$ cat config.mk
export PLATFORM = sky130hd
export DESIGN_NAME = mem_stage
export DESIGN_NICKNAME = d
export VERILOG_FILES = /design/src/rtl/cpu_types_pkg.sv /design/src/rtl/memwb_reg.sv /design/src/rtl/mem_stage.sv
export SDC_FILE = /design/constraint.sdc
export NUM_CORES = 1
export LEC_CHECK = 0
export ABC_AREA = 1
export CAP_MARGIN = 20
export CORE_AREA = 2 2 158 160
export DETAILED_ROUTE_END_ITERATION = 10
export DIE_AREA = 0 0 160 162
export PLACE_DENSITY = 0.66
export SYNTH_ARGS = -nofsm -noshare
export SYNTH_HDL_FRONTEND = slang
export SYNTH_SLANG_ARGS = --single-unit
export TNS_END_PERCENT = 10
$ cat constraint.sdc
create_clock -name CLK -period 2.2 [get_ports CLK]
set_input_delay 0.33 -clock CLK [delete_from_list [all_inputs] [get_ports CLK]]
set_output_delay 0.33 -clock CLK [all_outputs]
set_load 0.01 [all_outputs]
$ cat src/rtl/cpu_types_pkg.sv
// Shared pipeline types: word/register widths, writeback-source encoding and
// the memory-stage FSM state encoding.
package cpu_types_pkg;

    localparam int unsigned WordW = 32;
    localparam int unsigned RegW  = 5;

    typedef logic [WordW-1:0] word_t;
    typedef logic [RegW-1:0]  regbits_t;

    typedef enum logic [1:0] {
        WdatAlu = 2'd0,
        WdatMem = 2'd1,
        WdatLui = 2'd2,
        WdatNpc = 2'd3
    } wdatsel_t;

    typedef enum logic [1:0] {
        StIdle   = 2'd0,
        StWait   = 2'd1,
        StHalted = 2'd2
    } mem_state_t;

endpackage

$ cat src/rtl/memwb_reg.sv
// MEM/WB pipeline latch: loads when enabled, clear has priority over load and
// forces a bubble (all fields zero).
module memwb_reg #(
    parameter int unsigned WORD_W = 32,
    parameter int unsigned REG_W  = 5
) (
    input  logic              clk_i,
    input  logic              rst_ni,
    input  logic              en_i,
    input  logic              clr_i,
    input  logic              wen_i,
    input  logic [REG_W-1:0]  wsel_i,
    input  logic [WORD_W-1:0] wdat_i,
    input  logic [WORD_W-1:0] npc_i,
    input  logic [WORD_W-1:0] imem_i,
    output logic              wen_o,
    output logic [REG_W-1:0]  wsel_o,
    output logic [WORD_W-1:0] wdat_o,
    output logic [WORD_W-1:0] npc_o,
    output logic [WORD_W-1:0] imem_o
);

    logic              wen_q;
    logic [REG_W-1:0]  wsel_q;
    logic [WORD_W-1:0] wdat_q;
    logic [WORD_W-1:0] npc_q;
    logic [WORD_W-1:0] imem_q;

    always_ff @(posedge clk_i or negedge rst_ni) begin
        if (!rst_ni) begin
            wen_q  <= 1'b0;
            wsel_q <= '0;
            wdat_q <= '0;
            npc_q  <= '0;
            imem_q <= '0;
        end else if (en_i) begin
            if (clr_i) begin
                wen_q  <= 1'b0;
                wsel_q <= '0;
                wdat_q <= '0;
                npc_q  <= '0;
                imem_q <= '0;
            end else begin
                wen_q  <= wen_i;
                wsel_q <= wsel_i;
                wdat_q <= wdat_i;
                npc_q  <= npc_i;
                imem_q <= imem_i;
            end
        end
    end

    assign wen_o  = wen_q;
    assign wsel_o = wsel_q;
    assign wdat_o = wdat_q;
    assign npc_o  = npc_q;
    assign imem_o = imem_q;

endmodule

$ cat src/rtl/mem_stage.sv
// Pipeline memory stage: issues data-cache requests, stalls until dhit,
// resolves writeback data into MEM/WB, and owns sticky halt and stall counter.
module mem_stage #(
    parameter int unsigned WORD_W = 32,
    parameter int unsigned REG_W  = 5,
    parameter int unsigned CNT_W  = 32
) (
    input  logic              CLK,
    input  logic              nRST,
    input  logic              in_valid,
    input  logic              dREN_in,
    input  logic              dWEN_in,
    input  logic              WEN_in,
    input  logic              halt_in,
    input  logic [REG_W-1:0]  wsel_in,
    input  logic [1:0]        wdatsel_in,
    input  logic [WORD_W-1:0] port_o_in,
    input  logic [WORD_W-1:0] rdat2_in,
    input  logic [WORD_W-1:0] lui_word_in,
    input  logic [WORD_W-1:0] npc_in,
    input  logic [WORD_W-1:0] imemload_in,
    input  logic              flush,
    input  logic              dhit,
    input  logic [WORD_W-1:0] dmemload,
    output logic              dmemREN,
    output logic              dmemWEN,
    output logic [WORD_W-1:0] dmemaddr,
    output logic [WORD_W-1:0] dmemstore,
    output logic              mem_stall,
    output logic              WEN_out,
    output logic [REG_W-1:0]  wsel_out,
    output logic [WORD_W-1:0] wdat_out,
    output logic [WORD_W-1:0] npc_out,
    output logic [WORD_W-1:0] imemload_out,
    output logic              halt_out,
    output logic [CNT_W-1:0]  stall_cnt
);

    import cpu_types_pkg::*;

    mem_state_t        state_q, state_d;
    logic [CNT_W-1:0]  cnt_q, cnt_d;
    logic              halted;
    logic              memop;
    logic              stall;
    logic              bubble;
    logic              halt_capture;
    logic [WORD_W-1:0] wdat_mux;

    assign halted = (state_q == StHalted);
    assign memop  = in_valid & (dREN_in | dWEN_in) & ~halted;

    // Requests and stall are gated by nRST so they drop the instant reset asserts.
    assign dmemWEN   = nRST & memop & dWEN_in;
    assign dmemREN   = nRST & memop & dREN_in & ~dWEN_in;
    assign stall     = nRST & memop & ~dhit;
    assign mem_stall = stall;
    assign dmemaddr  = port_o_in;
    assign dmemstore = rdat2_in;

    assign bubble       = flush | ~in_valid | halted;
    assign halt_capture = ~stall & ~bubble & halt_in;

    always_comb begin
        wdat_mux = port_o_in;
        unique case (wdatsel_t'(wdatsel_in))
            WdatAlu: wdat_mux = port_o_in;
            WdatMem: wdat_mux = dmemload;
            WdatLui: wdat_mux = lui_word_in;
            WdatNpc: wdat_mux = npc_in;
            default: wdat_mux = port_o_in;
        endcase
    end

    always_comb begin
        state_d = state_q;
        unique case (state_q)
            StIdle:   if (memop && !dhit) state_d = StWait;
            StWait:   if (dhit) state_d = StIdle;
            StHalted: state_d = StHalted;
            default:  state_d = StIdle;
        endcase
        if (halt_capture) begin
            state_d = StHalted;
        end
    end

    always_comb begin
        cnt_d = cnt_q;
        if (stall && (cnt_q != {CNT_W{1'b1}})) begin
            cnt_d = cnt_q + CNT_W'(1);
        end
    end

    always_ff @(posedge CLK or negedge nRST) begin
        if (!nRST) begin
            state_q <= StIdle;
            cnt_q   <= '0;
        end else begin
            state_q <= state_d;
            cnt_q   <= cnt_d;
        end
    end

    assign halt_out  = halted;
    assign stall_cnt = cnt_q;

    memwb_reg #(
        .WORD_W (WORD_W),
        .REG_W  (REG_W)
    ) u_memwb (
        .clk_i  (CLK),
        .rst_ni (nRST),
        .en_i   (~stall),
        .clr_i  (bubble),
        .wen_i  (WEN_in),
        .wsel_i (wsel_in),
        .wdat_i (wdat_mux),
        .npc_i  (npc_in),
        .imem_i (imemload_in),
        .wen_o  (WEN_out),
        .wsel_o (wsel_out),
        .wdat_o (wdat_out),
        .npc_o  (npc_out),
        .imem_o (imemload_out)
    );

endmodule

==> results.txt <==
DR WL/cell: 16.50 µm
Layout cell share with drive strength beyond 1: 6.112%
Nets: 1505
Unique masters post-synth: 29
Clock root buffer: clkbuf_16
Max VDD drop: 0.3680 mV
Top cells by area, synth: dfrtp_1, nand2_1, buf_4
Number of buffers created by CTS: 17
WL met2: 13.05 mm
Worst R2R Path Depth: 10
WHS: -12.43 ps
Grt ovf: 0
Placed cells: 1601
Cell row count: 57
Status: finished with violations
Final Skew: 9.779 ps
Post-synth EDFFs: 0
CTS max path bufs: 2
Share of the synthesized area in the top cell type: 46.13%
Min Tclk post-route: 2111 ps
ANT nets after route: 0
Placer Congestion: 0.9078
Fmax: 473.8 MHz
Tcrit/Tclk final: 95.94%
Final Non-Filler Cells: 1633
Synthesis Warnings: 0
Area growth syn-to-layout: 54.39%
First-pass GRT wire length: 41.59 mm
Syn_nets: 1225
N_diodes: 0
Synth Cell Area: 7377 µm²
H-Tree Depth: 4
RSZ-0062 raised after global routing: true
Synth Instances: 1016
CP Launch Type: input port
Width of the die: 160 µm
Number of global-route vias before repair: 7448
Avg Vias per Cell: 4.581
DR pass1 iterations: 5
CP max stage delay: 540 ps
Slew @ Worst Pin: 814.0 ps
Most used cell, CP: clkdlybuf4s50_1
Post-synth top flop: dfrtp_1
Hold-fix buffers at CTS: 0
Filler cells: 2463
Full die area: 25920 µm²
Area of the core: 24110 µm²
Final TNS setup: 0 ps
Die height: 162 µm
Largest area contributor in the netlist: dfrtp_1
Leak: 5.260 nW
Slowest CP cell: clkdlybuf4s50_1
Final-report setup violation count: 0
Area after DPL: 10830 µm²
Flops & latches, synth: 136
All-Layer GR Usage: 20.70%
CP required: 1870 ps
Syn Area/Cell: 7.261 µm²
Worst slew margin: 45.73%
Residual DRC count: 0
WL final: 26.95 mm
Crit path kind: in -> out
Worst-Skew Late Latency: 420 ps
Crit path buf inv count: 3
DR iter-0 viols: 395
Initial Utilization: 30.60%
Antenna violations before repair: 1
Fin. Hold Viols: 9
Pwr/cell area: 635.0 nW/µm²
Worst Path Max Fanout: 3
Design Area, Final: 11390 µm²
Critical Path Stages: 6
Largest net degree at the start of global routing: 137
Critical Path AT: 1780 ps
Seq/Total Area, Yosys: 46.13%
Ports: 410
CTS tree: done
DR vias: 7481
PortBufs: 345
Met3 wire length: 2.012 mm
Detailed Place HPWL: 20.36 mm
Top Metal Used: met5
CTS sink count: 136
MaxCap Viol Count: 0
HP Class: in -> async
Post-synth ARST share: 100.0%
Failing checks: hold timing
Top Family by Delay on Critical Path: buffers and inverters
Crit. End Element: output pin
Worst-path clk slew: 60 ps
M1 WL: 11.31 mm
Max-slew violations: 0
Critical-path cell list: clkdlybuf4s50_1, inv_1, nor2_2, nand3_2, nor2_1, clkdlybuf4s50_1
## synthesized netlist by cell type (all sizes together) (2+ instances only)
master / count
a21oi: 32
buf: 88
clkbuf: 15
dfrtp: 136
inv: 39
nand2: 536
nand3: 50
nand3b: 2
nand4: 5
nor2: 61
o21ai: 37
xnor2: 6
xor2: 6
## kinds of logic (layout without fill, tap and decap cells)
group	Yosys count	in the layout	synth area share (%)
adder cells (fa/ha/maj)	1	1	0.1696
AND/OR/NAND/NOR	655	655	35.96
XOR/XNOR	12	12	1.425
buffers and inverters	142	435	11.53
AO/OA/AOI/OAI	70	70	4.783
flip-flops	136	136	46.13
## sequential cells by signal, indices dropped and copies added (netlist names)
name / cells
u_memwb.imem_o: 32
u_memwb.wdat_o: 32
u_memwb.npc_o: 32
u_memwb.wsel_o: 5
u_memwb.wen_o: 1
stall_cnt: 32
state_q: 2
## metrics by stage
stage / utilization [%] / setup slack [ps] / hold slack, ps / power, mW
after global placement: 44.92 / 112.0 / 460.8 / 4.558
final: 47.25 / 89.35 / -12.43 / 7.233
after global routing: 47.25 / -1.465 / 108.0 / 7.602
after detailed placement: 44.92 / 63.01 / 464.0 / 4.567
after CTS: 47.23 / 51.75 / 81.96 / 7.321
after floorplan: - / 468.2 / 34.41 / 3.534
## area by class of cell
cell class,instances,area [µm²],share of cell area [%]
clock buffer,18,429.2,3.768
clock inverter,14,127.6,1.121
inverter,39,151.4,1.329
multi-input combinational,738,3138,27.55
sequential,136,3403,29.88
tap,324,405.4,3.559
timing repair buffer,364,3735,32.79
## cells in the final DEF (no fill, tap or decap), drive strengths merged, types with 4 or more instances in the layout
cell type        n
inv             47
buf             21
nand4            5
xnor2            6
dfrtp          136
clkdlybuf4s50  342
clkbuf          18
clkinv           4
nand2          536
xor2             6
o21ai           37
nor2            61
a21oi           32
nand3           50
## path summary, 6_finish.rpt
check / start / end / slack [ps]
worst max register to register: stall_cnt[1] / stall_cnt[29] / 400
worst min-delay path: nRST / stall_cnt[2] / -10
min in group CLK: imemload_in[4] / u_memwb.imem_o[4] / 440
worst max-delay path: in_valid / dmemWEN / 90
worst min register to register: u_memwb.npc_o[15] / u_memwb.npc_o[15] / 480
max in group asynchronous: nRST / stall_cnt[10] / 1540
## repair_timing
action                     CTS  global route
gates resized for setup      0             2
setup endpoints to repair    0             2
setup buffers                0             0
## power by group
part	internal, mW	leakage (nW)	switching [mW]	total [mW]
registers	2.70	1.87	0.129	2.82
logic	0.871	3.12	0.819	1.69
clock network	1.49	0.268	1.23	2.72
## routing by layer
| metal | track usage, % | vias to the layer above |
|---|---|---|
| met2 | 34.55 | 285 |
| met5 | 0 | - |
| met4 | 6.183 | 2 |
| met3 | 6.742 | 33 |
| met1 | 25.65 | 3505 |
| li1 | - | 3656 |
Note: power is estimated with default switching activity, not from simulation.
